[config.mk]
export PLATFORM = sky130hd
export DESIGN_NAME = mps_op_cmd_arbiter
export DESIGN_NICKNAME = d
export VERILOG_FILES = /design/src/rtl/mps_op_pkg.sv /design/src/rtl/mps_req_pick.sv /design/src/rtl/mps_op_cmd_arbiter.sv
export SDC_FILE = /design/constraint.sdc
export NUM_CORES = 1
export LEC_CHECK = 0
export BUFFER_PORTS_ARGS = -buffer_cell sky130_fd_sc_hd__buf_2
export CAP_MARGIN = 40
export CORE_MARGIN = 2
export CORE_UTILIZATION = 40
export CTS_CLUSTER_SIZE = 20
export DETAILED_ROUTE_END_ITERATION = 7
export GPL_TIMING_DRIVEN = 0
export PLACE_DENSITY_LB_ADDON = 0.3
export RECOVER_POWER = 50
export SLEW_MARGIN = 20
export SYNTH_ARGS = -nofsm -noshare
export SYNTH_HDL_FRONTEND = slang
export SYNTH_HIERARCHICAL = 1
export SYNTH_SLANG_ARGS = --single-unit
[constraint.sdc]
create_clock -name i_clk -period 3.2 [get_ports i_clk]
set_clock_uncertainty 0.1 [all_clocks]
set_input_delay 0.16 -clock i_clk [delete_from_list [all_inputs] [get_ports i_clk]]
set_output_delay 0.16 -clock i_clk [all_outputs]
set_load 0.02 [all_outputs]
[src/rtl/mps_op_pkg.sv]
// Shared arbiter state encoding and MPS_Operation_FSM status codes.
// Used by the command arbiter and its request picker.
package mps_op_pkg;

    typedef enum logic [2:0] {
        A_IDLE      = 3'd0,
        A_ON_ISSUE  = 3'd1,
        A_ON_WAIT   = 3'd2,
        A_OFF_ISSUE = 3'd3,
        A_OFF_WAIT  = 3'd4
    } arb_state_e;

    localparam logic [3:0] ON_IDLE        = 4'd0;
    localparam logic [3:0] SYSTEM_ON      = 4'd14;
    localparam logic [3:0] FAIL           = 4'd15;
    localparam logic [3:0] OFF_SYSTEM_OFF = 4'd3;

endpackage

[src/rtl/mps_req_pick.sv]
// One-of-N request picker: fixed lowest-index priority by default,
// round-robin after `last` when MPS_ARB_ROUND_ROBIN_EN is defined.
module mps_req_pick
    import mps_op_pkg::*;
#(
    parameter int N = 3,
    parameter int W = 3
) (
    input  logic [N-1:0] req,
    input  logic [W-1:0] last,
    output logic [N-1:0] gnt,
    output logic [W-1:0] idx,
    output logic         any
);

    int start;

`ifdef MPS_ARB_ROUND_ROBIN_EN
    assign start = (int'(last) + 1) % N;
`else
    logic unused_last;
    assign unused_last = ^last;
    assign start = 0;
`endif

    // Scan candidates in rotated order; the first requester found wins.
    always_comb begin
        gnt = '0;
        idx = '0;
        any = 1'b0;
        for (int k = 0; k < N; k++) begin
            for (int i = 0; i < N; i++) begin
                if (!any && i == (start + k) % N && req[i]) begin
                    gnt[i] = 1'b1;
                    idx    = W'(i);
                    any    = 1'b1;
                end
            end
        end
    end

endmodule

[src/rtl/mps_op_cmd_arbiter.sv]
// Operation ON/OFF command arbiter in front of MPS_Operation_FSM.
// Optional round-robin picking: define MPS_ARB_ROUND_ROBIN_EN.
module mps_op_cmd_arbiter
    import mps_op_pkg::*;
#(
    parameter int          N_REQ     = 3,
    parameter logic [31:0] TO_CYCLES = 32'd2000000000,
    parameter int          OWN_W     = 3
) (
    input  logic             i_clk,
    input  logic             i_rst,
    input  logic [N_REQ-1:0] i_on_req,
    input  logic [N_REQ-1:0] i_off_req,
    input  logic [N_REQ-1:0] i_req_en,
    input  logic             i_intl,
    input  logic [3:0]       i_on_state,
    input  logic [3:0]       i_off_state,
    output logic             o_op_on_flag,
    output logic             o_op_off_flag,
    output logic [OWN_W-1:0] o_owner,
    output logic             o_busy,
    output logic             o_sys_on,
    output logic [N_REQ-1:0] o_done,
    output logic [N_REQ-1:0] o_fail,
    output logic [N_REQ-1:0] o_reject,
    output logic [2:0]       o_arb_state
);

    localparam logic [31:0] TO_LAST = TO_CYCLES - 32'd1;

    arb_state_e       state;
    logic [N_REQ-1:0] on_prev;
    logic [N_REQ-1:0] off_prev;
    logic [N_REQ-1:0] on_edge;
    logic [N_REQ-1:0] off_edge;
    logic             seen_active;
    logic [31:0]      cnt;

    logic [N_REQ-1:0] on_gnt;
    logic [N_REQ-1:0] off_gnt;
    logic [OWN_W-1:0] on_idx;
    logic [OWN_W-1:0] off_idx;
    logic             on_any;
    logic             off_any;
    logic [N_REQ-1:0] own_oh;
    logic             on_bad;

    mps_req_pick #(
        .N (N_REQ),
        .W (OWN_W)
    ) u_pick_on (
        .req  (on_edge),
        .last (o_owner),
        .gnt  (on_gnt),
        .idx  (on_idx),
        .any  (on_any)
    );

    mps_req_pick #(
        .N (N_REQ),
        .W (OWN_W)
    ) u_pick_off (
        .req  (off_edge),
        .last (o_owner),
        .gnt  (off_gnt),
        .idx  (off_idx),
        .any  (off_any)
    );

    assign own_oh      = N_REQ'(1) << o_owner;
    assign o_busy      = (state != A_IDLE);
    assign o_arb_state = state;

    // FSM dropping back to idle after having gone active counts as a failure.
    assign on_bad = (i_on_state == FAIL)
                 || (seen_active && i_on_state == ON_IDLE)
                 || (cnt == TO_LAST);

    always_ff @(posedge i_clk) begin
        if (i_rst) begin
            state         <= A_IDLE;
            on_prev       <= '0;
            off_prev      <= '0;
            on_edge       <= '0;
            off_edge      <= '0;
            seen_active   <= 1'b0;
            cnt           <= '0;
            o_owner       <= '0;
            o_sys_on      <= 1'b0;
            o_op_on_flag  <= 1'b0;
            o_op_off_flag <= 1'b0;
            o_done        <= '0;
            o_fail        <= '0;
            o_reject      <= '0;
        end else begin
            on_prev       <= i_on_req;
            off_prev      <= i_off_req;
            on_edge       <= i_on_req & ~on_prev & i_req_en;
            off_edge      <= i_off_req & ~off_prev & i_req_en;
            o_op_on_flag  <= 1'b0;
            o_op_off_flag <= 1'b0;
            o_done        <= '0;
            o_fail        <= '0;
            o_reject      <= on_edge | off_edge;
            if (cnt != '1) begin
                cnt <= cnt + 32'd1;
            end

            unique case (state)
                A_IDLE: begin
                    if (off_any) begin
                        if (o_sys_on) begin
                            o_reject      <= on_edge | (off_edge & ~off_gnt);
                            o_owner       <= off_idx;
                            o_op_off_flag <= 1'b1;
                            state         <= A_OFF_ISSUE;
                        end
                    end else if (on_any) begin
                        if (!o_sys_on && !i_intl && i_on_state == ON_IDLE) begin
                            o_reject     <= on_edge & ~on_gnt;
                            o_owner      <= on_idx;
                            o_op_on_flag <= 1'b1;
                            state        <= A_ON_ISSUE;
                        end
                    end
                end

                A_ON_ISSUE: begin
                    if (i_intl) begin
                        o_fail   <= own_oh;
                        o_sys_on <= 1'b0;
                        state    <= A_IDLE;
                    end else begin
                        seen_active <= 1'b0;
                        cnt         <= '0;
                        state       <= A_ON_WAIT;
                    end
                end

                A_ON_WAIT: begin
                    if (i_on_state != ON_IDLE) begin
                        seen_active <= 1'b1;
                    end
                    if (i_intl) begin
                        o_fail   <= own_oh;
                        o_sys_on <= 1'b0;
                        state    <= A_IDLE;
                    end else if (i_on_state == SYSTEM_ON) begin
                        o_done   <= own_oh;
                        o_sys_on <= 1'b1;
                        state    <= A_IDLE;
                    end else if (on_bad) begin
                        o_fail <= own_oh;
                        state  <= A_IDLE;
                    end else if (off_any) begin
                        o_fail        <= own_oh;
                        o_reject      <= on_edge | (off_edge & ~off_gnt);
                        o_owner       <= off_idx;
                        o_op_off_flag <= 1'b1;
                        state         <= A_OFF_ISSUE;
                    end
                end

                A_OFF_ISSUE: begin
                    cnt   <= '0;
                    state <= A_OFF_WAIT;
                end

                A_OFF_WAIT: begin
                    if (i_off_state == OFF_SYSTEM_OFF) begin
                        o_done   <= own_oh;
                        o_sys_on <= 1'b0;
                        state    <= A_IDLE;
                    end else if (i_off_state == FAIL || cnt == TO_LAST) begin
                        o_fail   <= own_oh;
                        o_sys_on <= 1'b0;
                        state    <= A_IDLE;
                    end
                end

                default: begin
                    state <= A_IDLE;
                end
            endcase
        end
    end

endmodule

# Word level (Yosys, flattened, before mapping)

Cells that the tools add are included.

Flip-flop bits (word level): 63
Logic and storage cells: 157
Bits of input ports: 20

Bitwise operators: 14
Reduce and logical (&&, ||, !) cells: 28
Equality and inequality tests: 23
Multiplexer cells: 76
Shift-type cells: 1
$add $sub $neg: 1

Operators with widths:

| operator                                        | count |
|---|---|
| two-way mux 3 bit                               | 36 |
| two-way mux 32 bit                              | 2 |
| one-hot mux 32 bit (2 select lines)             | 1 |
| adder 32 x 1 -> 32 bit, second input constant   | 1 |
| == test 32 x 31 -> 1 bit, second input constant | 1 |
| != test 32 bit, second input constant           | 1 |
| two-way mux 1 bit                               | 26 |
| AND 3 bit                                       | 6 |
| one-hot mux 3 bit (2 select lines)              | 3 |
| != test 3 bit, second input constant            | 5 |
| one-hot mux 3 bit (5 select lines)              | 1 |
| != test 2 bit, second input constant            | 7 |
| == test 4 bit, second input constant            | 3 |
| inverter 3 bit                                  | 4 |
| one-hot mux 3 bit (3 select lines)              | 1 |
| AND reduction 8 bit                             | 1 |
| logical AND 1 bit                               | 7 |
| == test 3 x 2 -> 1 bit, second input constant   | 2 |
| logical NOT 1 bit                               | 6 |
| two-way mux 2 bit                               | 3 |
| bitwise OR 3 bit                                | 2 |
| nonzero test 3 bit                              | 2 |
| != test 5 bit, second input constant            | 1 |
| AND reduction 5 bit                             | 1 |
| other kinds (15)                                | 20 |

# Logic depth before layout (Yosys ltp)

Depth after elaboration: 15
Depth in mapped cells: 7
Depth with buffers taken out: 6

# Modules after synthesis

Netlist, hierarchy kept.

By module, submodules not included:

| module             | instances | area an instance (um2) | cells each |
|---|---|---|---|
| mps_op_cmd_arbiter | 1         | 3,150.5                | 375 |
| mps_req_pick       | 2         | 57.6                   | 8 |

# Least setup slack after synthesis

Ideal clock, no wire load.

Path type: reg2reg
From: register cnt[3]
To: register cnt[26]
Setup slack: 1.089 ns
Setup time: 0.070 ns
Required time: 3.030 ns
Cell stages (with the launch flop): 8
Period minus slack after synthesis: 2.111 ns
Arrival time: 1.941 ns
Path through: dfxtp_1 -> and4_1 -> buf_6 -> nand4_4 -> or4_1 -> buf_2 -> or3_1 -> a21oi_1

Longest elaborated chain between the ends: 4
Elaborated cells between the ends (all ways): 5

RTL lines:

| item                                                     | line                                                 | text |
|---|---|---|
| start: declaration                                       | mps_op_cmd_arbiter.sv:37                             | `logic [31:0] cnt;` |
| start signal: assignment                                 | mps_op_cmd_arbiter.sv:106                            | `cnt <= cnt + 32'd1;` |
| adder 32 x 1 -> 32 bit or != test 32 bit (tied branches) | mps_op_cmd_arbiter.sv:106, mps_op_cmd_arbiter.sv:105 |  |
| two-way mux 32 bit *                                     | mps_op_cmd_arbiter.sv:105                            | `if (cnt != '1) begin` |
| two-way mux 32 bit                                       | mps_op_cmd_arbiter.sv:129                            | `if (i_intl) begin` |
| one-hot mux 32 bit (2 select lines) *                    | mps_op_cmd_arbiter.sv:109                            | `unique case (state)` |

Mark *: on every way between the ends. The rest lies on a longest branch, timed or not.
A chain may end at the register's enable or synchronous reset.

# Worst setup path in the final report

Ends and elaborated chain as after synthesis.

==> results.tsv <==
stage	metric	value	unit
run_status	status	finished clean	
clock_network	clock-sinks	63	
power	switchingPower	0.000389	W
global_route	grt-ovfl-total	0	
placement	place.gp.congestion	0.915	
global_route	antenna_found_initial	0	
finish	mostFrequentLayoutCells	dfxtp_1, a21oi_1, nand2_1, clkbuf_1, o21ai_0	
clock_network	clk_pin_slew	0.07	ns
critical_path	critical_path.startpoint_type	flop	
floorplan	die_y	94.4	um
power	pwr_density_cell	420	nW/um2
critical_path	end_kind	flop	
synth	synth_seq_cells	63	
timing	whs	0.0296	ns
route	dr_total_vias	3124	
finish	multi_input_area	1820	um2
placement	placed_area	3590	um2
synth	syn_area_per_cell	8.35	um2
global_route	grt_use_total	18.9	%
timing	fmax	380	MHz
timing	final.min_clock_period	2.63	ns
power	seq_power_share	50.0	%
route	postRouteAntennaNets	0	
floorplan	rows	32	
clock_network	cts_made_buffers	9	
timing	finalSetupViolations	0	
synth	async_reset_ff_share	0	%
power	combPwrFrac	6.9	%
finish	post-route-util	49.1	%
power	worst_ir_drop_vdd	0.000195	V
timing	relSlewSlack	43.9	%
floorplan	die_w	94.4	um
finish	seqCellArea	1260	um2
timing	finalMaxSlewViolations	0	
route	drtIter0Drc	161	
route	wl_per_cell	14.6	um
global_route	grt_pass1_vias	2848	
floorplan	ios	39	
finish	syn_to_final_growth	17.5	%
synth	synth.net_count	412	
floorplan	initial_core_util	41.8	%
clock_network	postCtsSetupBuffers	0	
synth	netlist_instances	391	
route	drcViolationCount	0	
synth	synth.distinct_cells	62	
route	viasPerCell	5.61	
finish	diodes	0	
critical_path	reg2reg_depth	7	
critical_path	cp.arrival	2.81	ns
floorplan	core-area	7810	um2
floorplan	die_area	8900	um2
worst_hold_path	hold_class	in2reg	
clock_network	cts_tree	built	
timing	min_period_over_period	82.3	%
clock_network	root_buffer	clkbuf_8	
synth	synthFlopType	dfxtp_1	
power	p_clk_share	43.0	%
critical_path	crit_required	3.37	ns
flow_run	cap_viol_max_count	0	
critical_path	crit_fanout	9	
timing	tightest_slew	0.835	ns
route	drt_first_pass_iters	4	
power	swShare	24.1	%
finish	post-route-cell-area	3840	um2
global_route	grt_pass1_wl	13300	um
timing	hold_viol_final	0	
finish	nFillCells	757	
clock_network	htree_levels	3	
synth	synth_area	3270	um2
critical_path	path_class	reg2reg	
placement	port_buffers	38	
clock_network	clkLatencyLatePin	0.34	ns
power	p_int	0.00122	W
global_route	grt_max_degree	12	
timing	fin_setup_tns	0	ns
finish	layout-drive-gt1-share	14.3	%
timing	rsz0062_at_grt	false	
placement	dpl.hpwl	5650	um
power	finalPower	0.00161	W
power	leakagePower	1.38	nW
synth	yosysWarnings	6	
finish	final_nets	471	
clock_network	cts_max_path_buffers	2	
synth	yosysSeqAreaShare	38.6	%
finish	final_common_cell	dfxtp_1	
worst_hold_path	hold_depth	2	
route	drt-total-wl	8110	um
synth	synth_edf_count	0	
-- cell type report --
type,count,area share (%)
timing repair buffer,48,6.98
buffer,21,3.13
multi-input combinational,297,47.6
sequential,63,32.9
tap,102,3.33
clock buffer,10,3.59
clock inverter,6,1.57
inverter,10,0.978
-- cells by family after synthesis --
kind of cell / share of synthesized area (%)
xor gates and xnor gates: 2.15
buffers and inverters: 5.06
and+or+nand+nor: 32.6
other: 0.230
AOI/OAI and AO/OA: 20.3
DFF: 38.6
adders and majority gates: 0.383
muxes: 0.613
-- layer usage --
metal	vias up	GRT usage, %	share of wire [%]
li1	1568	-	-
met1	1444	25.2	46
met2	97	29.5	46
met3	15	5.19	6.5
met4	0	6.76	1.7
met5	-	0	0
-- critical path, stage by stage, from the launching register on --
cell      delay [ns]
dfxtp_1         0.43
and4_1          0.21
clkbuf_1        0.20
nand4_1         0.34
or4_1           0.61
buf_2           0.18
or3_1           0.35
a21oi_1         0.14
-- cell usage after synthesis, drive strengths merged, types with 6 or more instances --
cell	count	share of area, %
a21oi	30	4.6
and2	10	2.0
and3	10	2.1
and3b	7	1.9
buf	12	2.7
clkbuf	8	0.92
dfxtp	63	39
inv	10	1.1
nand2	29	3.3
nand2b	6	1.1
nand3	17	2.6
nand4	10	2.6
nor2	26	3.0
nor2b	7	1.3
nor3	7	1.1
nor4	7	1.5
o21ai	28	4.3
or3	22	4.2
or4	7	1.6
-- power by group through the flow --
stage	logic, W	registers [W]	clock network [W]
2_1_floorplan	0.0000639	0.000825	0
3_3_place_gp	0.000100	0.000824	0
3_5_place_dp	0.000102	0.000824	0
4_1_cts	0.000111	0.000806	0.000707
5_1_grt	0.000125	0.000807	0.000745
6_report	0.000112	0.000807	0.000693
-- path summary, 6_finish.rpt --
kind                 from    endpoint  slack, ns
setup / recovery   cnt[3]     cnt[26]       0.57
hold / removal      i_rst  on_prev[2]       0.03
setup reg to reg   cnt[3]     cnt[26]       0.57
hold reg to reg   cnt[30]     cnt[30]       0.38
-- repair_timing --
item / CTS / global route
hold buffers: 9 / 0
endpoints found under the hold margin: 12 / 0
resized for setup: 0 / 0
-- flip-flops by register name, indices dropped and copies added, names as in the netlist --
register       cells
o_op_on_flag       1
seen_active        1
o_reject           3
o_owner            3
off_edge           3
on_edge            3
o_done             3
on_prev            3
o_fail             3
o_sys_on           1
cnt               32
o_op_off_flag      1
o_arb_state        3
off_prev           3
-- stage by stage --
step / std cells / setup WS (ns)
5_1_grt: 557 / 0.391
6_report: 557 / 0.566
4_1_cts: 557 / 0.705
3_3_place_gp: 531 / 0.752
2_1_floorplan: 391 / 1.09
3_5_place_dp: 532 / 0.736
No activity file was read; power rests on OpenSTA's default activity.
